File: src/rtl/sram_2p_march_bist.sv
// -----------------------------------------------------------------------------
// sram_2p_march_bist
//   March C- BIST engine for the IHP 2-port SRAM core (DATA_WIDTH x 2^ADDR_WIDTH).
//   It drives the macro's BIST port(s) with one op per cycle (10N ops) and
//   checks the registered read data two cycles after each read is issued.
//
//   Ports:
//     CLK, RST_N (synchronous, active-low), START (level)
//     BUSY, DONE, FAIL, FAIL_ADDR, FAIL_ELEM, ERR_CNT : status to the test controller
//     A_BIST_{EN,MEN,WEN,REN,ADDR,DIN,BM}, A_DOUT    : SRAM port A
//     B_BIST_{EN,MEN,WEN,REN,ADDR,DIN,BM}, B_DOUT    : SRAM port B
//
//   Optional feature macro: SRAM_BIST_PORTB_EN
//     defined   : writes on port A, reads on port B (cross-port test), B_DOUT checked
//     undefined : all ops on port A, B_BIST_* tied to 0, B_DOUT ignored
// -----------------------------------------------------------------------------
module sram_2p_march_bist #(
  parameter int DATA_WIDTH    = 20,
  parameter int ADDR_WIDTH    = 9,
  parameter int ERR_CNT_WIDTH = 8
) (
  input  logic                     CLK,
  input  logic                     RST_N,
  input  logic                     START,
  output logic                     BUSY,
  output logic                     DONE,
  output logic                     FAIL,
  output logic [ADDR_WIDTH-1:0]    FAIL_ADDR,
  output logic [2:0]               FAIL_ELEM,
  output logic [ERR_CNT_WIDTH-1:0] ERR_CNT,
  output logic                     A_BIST_EN,
  output logic                     A_BIST_MEN,
  output logic                     A_BIST_WEN,
  output logic                     A_BIST_REN,
  output logic [ADDR_WIDTH-1:0]    A_BIST_ADDR,
  output logic [DATA_WIDTH-1:0]    A_BIST_DIN,
  output logic [DATA_WIDTH-1:0]    A_BIST_BM,
  input  logic [DATA_WIDTH-1:0]    A_DOUT,
  output logic                     B_BIST_EN,
  output logic                     B_BIST_MEN,
  output logic                     B_BIST_WEN,
  output logic                     B_BIST_REN,
  output logic [ADDR_WIDTH-1:0]    B_BIST_ADDR,
  output logic [DATA_WIDTH-1:0]    B_BIST_DIN,
  output logic [DATA_WIDTH-1:0]    B_BIST_BM,
  input  logic [DATA_WIDTH-1:0]    B_DOUT
);

  typedef enum logic [1:0] {S_IDLE, S_RUN, S_DRAIN, S_DONE} state_t;

  state_t                  state_q, state_d;
  logic [2:0]              elem_q, elem_d;
  logic [ADDR_WIDTH-1:0]   addr_q, addr_d;
  logic                    wr_q, wr_d;
  logic                    drain_q, drain_d;
  logic                    load, go;
  logic                    desc;
  logic [ADDR_WIDTH-1:0]   last_addr;

  logic                    nxt_wr, nxt_rd, run_d;
  logic                    wbg, rbg;

  logic                    vld_p0, vld_p1;
  logic                    exp_p0, exp_p1;
  logic [ADDR_WIDTH-1:0]   addr_p0, addr_p1;
  logic [2:0]              elem_p0, elem_p1;
  logic [DATA_WIDTH-1:0]   rd_data;
  logic                    mismatch;
  logic                    unused_dout;

  function automatic logic [ERR_CNT_WIDTH-1:0] sat_inc(input logic [ERR_CNT_WIDTH-1:0] v);
    return (&v) ? v : v + ERR_CNT_WIDTH'(1);
  endfunction

  always_ff @(posedge CLK) begin
    if (!RST_N) begin
      state_q <= S_IDLE;
      elem_q  <= 3'd0;
      addr_q  <= '0;
      wr_q    <= 1'b0;
      drain_q <= 1'b0;
    end else begin
      state_q <= state_d;
      elem_q  <= elem_d;
      addr_q  <= addr_d;
      wr_q    <= wr_d;
      drain_q <= drain_d;
    end
  end

  // elem/addr/wr describe the op currently on the outputs; the *_d values
  // are the op that will be presented after the next edge.
  always_comb begin
    state_d   = state_q;
    elem_d    = elem_q;
    addr_d    = addr_q;
    wr_d      = wr_q;
    drain_d   = drain_q;
    load      = 1'b0;
    go        = 1'b0;
    desc      = (elem_q == 3'd3) || (elem_q == 3'd4);
    last_addr = desc ? '0 : '1;
    case (state_q)
      S_IDLE, S_DONE: begin
        if (START) begin
          go      = 1'b1;
          state_d = S_RUN;
          elem_d  = 3'd0;
          addr_d  = '0;
          wr_d    = 1'b1;
          load    = 1'b1;
        end
      end
      S_RUN: begin
        if (!wr_q && (elem_q != 3'd5)) begin
          // read-then-write pair: write the same address next cycle
          wr_d = 1'b1;
          load = 1'b1;
        end else if (addr_q != last_addr) begin
          addr_d = desc ? addr_q - ADDR_WIDTH'(1) : addr_q + ADDR_WIDTH'(1);
          wr_d   = (elem_q == 3'd0);
          load   = 1'b1;
        end else if (elem_q == 3'd5) begin
          state_d = S_DRAIN;
          drain_d = 1'b0;
        end else begin
          elem_d = elem_q + 3'd1;
          addr_d = ((elem_d == 3'd3) || (elem_d == 3'd4)) ? '1 : '0;
          wr_d   = 1'b0;
          load   = 1'b1;
        end
      end
      S_DRAIN: begin
        if (drain_q) state_d = S_DONE;
        else         drain_d = 1'b1;
      end
      default: state_d = S_IDLE;
    endcase
  end

  // Backgrounds: M0,M2,M4 write D0 and M1,M3 write D1; M1,M3,M5 read D0 and M2,M4 read D1.
  assign nxt_wr = load & wr_d;
  assign nxt_rd = load & ~wr_d;
  assign wbg    = elem_d[0];
  assign rbg    = ~elem_d[0];
  assign run_d  = (state_d == S_RUN) || (state_d == S_DRAIN);

  always_ff @(posedge CLK) begin
    if (!RST_N) begin
      BUSY        <= 1'b0;
      DONE        <= 1'b0;
      A_BIST_EN   <= 1'b0;
      A_BIST_MEN  <= 1'b0;
      A_BIST_WEN  <= 1'b0;
      A_BIST_REN  <= 1'b0;
      A_BIST_ADDR <= '0;
      A_BIST_DIN  <= '0;
      A_BIST_BM   <= '0;
`ifdef SRAM_BIST_PORTB_EN
      B_BIST_EN   <= 1'b0;
      B_BIST_MEN  <= 1'b0;
      B_BIST_REN  <= 1'b0;
      B_BIST_ADDR <= '0;
`endif
    end else begin
      BUSY        <= run_d;
      DONE        <= (state_d == S_DONE);
      A_BIST_EN   <= run_d;
      A_BIST_WEN  <= nxt_wr;
      A_BIST_ADDR <= addr_d;
      A_BIST_DIN  <= (nxt_wr && wbg) ? '1 : '0;
      A_BIST_BM   <= nxt_wr ? '1 : '0;
`ifdef SRAM_BIST_PORTB_EN
      A_BIST_MEN  <= nxt_wr;
      A_BIST_REN  <= 1'b0;
      B_BIST_EN   <= run_d;
      B_BIST_MEN  <= nxt_rd;
      B_BIST_REN  <= nxt_rd;
      B_BIST_ADDR <= addr_d;
`else
      A_BIST_MEN  <= load;
      A_BIST_REN  <= nxt_rd;
`endif
    end
  end

`ifdef SRAM_BIST_PORTB_EN
  assign B_BIST_WEN  = 1'b0;
  assign B_BIST_DIN  = '0;
  assign B_BIST_BM   = '0;
  assign rd_data     = B_DOUT;
  assign unused_dout = ^A_DOUT;
`else
  assign B_BIST_EN   = 1'b0;
  assign B_BIST_MEN  = 1'b0;
  assign B_BIST_WEN  = 1'b0;
  assign B_BIST_REN  = 1'b0;
  assign B_BIST_ADDR = '0;
  assign B_BIST_DIN  = '0;
  assign B_BIST_BM   = '0;
  assign rd_data     = A_DOUT;
  assign unused_dout = ^B_DOUT;
`endif

  // p0: read issued on the BIST port
  // p1: SRAM has sampled the read; DOUT holds the word during this stage
  always_ff @(posedge CLK) begin
    if (!RST_N) begin
      vld_p0 <= 1'b0;
      vld_p1 <= 1'b0;
    end else begin
      vld_p0 <= nxt_rd;
      vld_p1 <= vld_p0;
    end
  end

  always_ff @(posedge CLK) begin
    exp_p0  <= rbg;
    addr_p0 <= addr_d;
    elem_p0 <= elem_d;
    exp_p1  <= exp_p0;
    addr_p1 <= addr_p0;
    elem_p1 <= elem_p0;
  end

  // p2: compare and update the result registers
  assign mismatch = vld_p1 && (rd_data != {DATA_WIDTH{exp_p1}});

  always_ff @(posedge CLK) begin
    if (!RST_N || go) begin
      FAIL      <= 1'b0;
      FAIL_ADDR <= '0;
      FAIL_ELEM <= 3'd0;
      ERR_CNT   <= '0;
    end else if (mismatch) begin
      ERR_CNT <= sat_inc(ERR_CNT);
      if (!FAIL) begin
        FAIL      <= 1'b1;
        FAIL_ADDR <= addr_p1;
        FAIL_ELEM <= elem_p1;
      end
    end
  end

endmodule

File: config.mk
export PLATFORM = sky130hd
export DESIGN_NAME = sram_2p_march_bist
export DESIGN_NICKNAME = d
export VERILOG_FILES = /design/src/rtl/sram_2p_march_bist.sv
export SDC_FILE = /design/constraint.sdc
export NUM_CORES = 1
export LEC_CHECK = 0
export ABC_AREA = 0
export CORE_MARGIN = 5
export CORE_UTILIZATION = 40
export CTS_BUF_LIST = sky130_fd_sc_hd__clkbuf_4
export DETAILED_ROUTE_END_ITERATION = 7
export GPL_ROUTABILITY_DRIVEN = 0
export HOLD_SLACK_MARGIN = 0.15
export PLACE_DENSITY = 0.76
export SYNTH_ARGS = -nofsm -noshare
export SYNTH_HDL_FRONTEND = slang
export SYNTH_SLANG_ARGS = --single-unit
File: constraint.sdc
create_clock -name CLK -period 8.5 [get_ports CLK]
set_clock_uncertainty 0.15 [all_clocks]
set_input_delay 1.7 -clock CLK [delete_from_list [all_inputs] [get_ports CLK]]
set_output_delay 1.7 -clock CLK [all_outputs]
set_load 0.05 [all_outputs]
==> flow_summary.ini <==
[outcome]
outcome = finished clean

[floorplanning]
initial_core_util_pct = 40.4
pin_count = 172
fp.coreArea_um2 = 9590
die_x_um = 108
die_y_um = 108
dieArea_um2 = 11800
rows = 36

[routing]
wirelength_um = 8330
postRouteAntennaNets = 0
drtIter0Drc = 161
avgViaCountPerCell = 4.71
drtPass1Iterations = 5
wl_per_cell_um = 13.1
vias = 2994
drc = 0

[clock_tree]
cts.sinks = 70
cts_max_level = 3
clk_latency_ns = 0.40
cts_buffers = 9
postCtsSetupRepairBufs = 0
hold_buffers = 0
cts_tree = done
cts_resized = 0
path_clk_slew_ns = 0.11
root_buffer = clkbuf_4
max-clock-path-buffers = 2

[sta]
fin_crit_ns = 3.91
fmax_ghz = 0.256
hold_viol = 0
worst_slew_pin_slew_ns = 0.768
slew_viol_final = 0
tns_ns = 0
worst_slack_ns = 4.59
rsz0062_at_grt = false
setup_viol = 0
slew_headroom_pct = 48.6
post-route-period-util_pct = 46.0

[setup_path]
cp.required_ns = 6.65
crit_path_cell_trace = clkdlybuf4s50_1
cp_slowest_stage_delay_ns = 0.93
path_buf_inv = 1
start_kind = flop
rr_worst_depth = 13
worstSetupPathType = flop to output pin
critPathTopFamily = buffers and inverters
worstPathArrival_ns = 2.06
cp.depth = 1
crit_fanout = 21
slowest_stage = clkdlybuf4s50_1
cp-end-kind = output pin

[finish]
syn_to_final_growth_pct = 18.5
final_cell_mix = clkdlybuf4s50_1, dfxtp_1, conb_1, nand2_1, o21ai_0
nets = 557
drive_gt1_share_pct = 5.18
mostFrequentLayoutCell = clkdlybuf4s50_1
final_util_pct = 47.9
stdcell_count = 635
n_antenna_cell = 0

[pwr]
p_per_area_nw_per_um2 = 163
netSwitchingPower_mw = 0.250
combinationalPowerShare_pct = 22.9
power_frac_seq_pct = 45.3
swShare_pct = 33.4
intPower_mw = 0.499
total_power_mw = 0.750
p_leak_nw = 1.86
peakVddDrop_mv = 0.0784
p_clk_share_pct = 31.8

[worst_hold_path]
holdPathStages = 0
min_path_type = flop to flop

[synth]
synth_cell_type_count = 58
netlist_instances = 446
synth.avg_cell_area_um2 = 8.69
synth_edf_count = 0
yosys_most_used_dff = dfxtp_1
seq_area_frac_synth_pct = 36.1
ys_ff_latch = 70
async_flop_share_pct = 0
netlist_area_um2 = 3880
yosysWarnings = 0

[grt]
grt.overflow.total = 0
grt_use_total_pct = 13.7
grt_pass1_wl_um = 13000
grt_pass1_vias = 2708
grt_max_degree = 34
antenna_found_initial = 0

[place]
pre_cts_slack_ns = 4.26
io_buffers = 98
dpl.cell_count = 620
dp_hpwl_um = 6450

[flow_run]
cap_violations = 0
## routing by layer
| metal | GRT usage [%] | up-vias | wire length, um | share of wire [%] |
|---|---|---|---|---|
| met5 | 0 | - | 0 | 0 |
| met4 | 6.85 | 0 | 232 | 2.8 |
| met3 | 2.75 | 19 | 549 | 6.6 |
| met2 | 23.8 | 104 | 4230 | 51 |
| met1 | 16.0 | 1370 | 3310 | 40 |
| li1 | - | 1501 | - | - |
## sequential cells by signal, summed over array words and instances, names as in the netlist, 2 cells and up
signal,count
FAIL_ADDR,9
elem_p1,3
state_q,2
elem_p0,3
FAIL_ELEM,3
ERR_CNT,8
elem_q,3
addr_p0,9
A_BIST_ADDR,9
addr_p1,9
## power by group through the flow
stage	Combinational [mW]	Sequential, mW	Clock, mW
after detailed placement	0.170	0.348	0
after global routing	0.179	0.342	0.260
after floorplan	0.153	0.354	0
final	0.172	0.340	0.238
after global placement	0.168	0.347	0
after CTS	0.171	0.340	0.245
## cell type report
| class | instances | area (um^2) |
|---|---|---|
| flip-flops and latches | 70 | 1400 |
| fillers | 909 | 5000 |
| multi-input cells | 306 | 1840 |
| well taps | 133 | 166 |
| inverters | 12 | 45.0 |
| clock buffers | 11 | 82.6 |
| clock inverters | 4 | 72.6 |
| repair buffers | 99 | 988 |
## through the flow
step,hold WS (ns),cell area (um^2)
after floorplan,0.160,4070
after global placement,0.162,4440
after detailed placement,0.162,4440
after CTS,0.169,4600
after global routing,0.176,4600
final,0.170,4600
## Yosys cell counts, types with 4 or more instances
cell / n / area (um^2)
buf_4: 96 / 721
dfxtp_1: 70 / 1400
nand2_1: 39 / 146
o21ai_0: 24 / 120
nand3_1: 19 / 95.1
a21oi_1: 18 / 90.1
and2_1: 18 / 113
ha_1: 15 / 188
nor2_1: 14 / 52.6
inv_1: 12 / 45.0
clkbuf_1: 10 / 37.5
and3_1: 9 / 56.3
a21o_1: 8 / 60.1
nor3_1: 8 / 40.0
xnor2_1: 7 / 61.3
nand4_1: 6 / 37.5
mux2i_1: 4 / 40.0
nand2b_1: 4 / 25.0
## cells by family after synthesis
kind of cell	count (synthesis)	synth area share [%]
AO/OA/AOI/OAI	91	15.8
XOR/XNOR	9	2.03
adder cells (fa/ha/maj)	16	5.36
buffers and inverters	122	21.6
flip-flops	70	36.1
multiplexers	5	1.61
other	1	0.0967
AND/OR/NAND/NOR	132	17.4
## final timing paths
| check | from | slack, ns | to |
|---|---|---|---|
| setup reg to reg | elem_q[0] | 4.78 | A_BIST_EN |
| hold reg to reg | exp_p0 | 0.17 | exp_p1 |
| setup / recovery | A_BIST_BM[18] | 4.59 | A_BIST_BM[4] |
| hold / removal | exp_p0 | 0.17 | exp_p1 |
No activity file was read; power rests on OpenSTA's default activity.
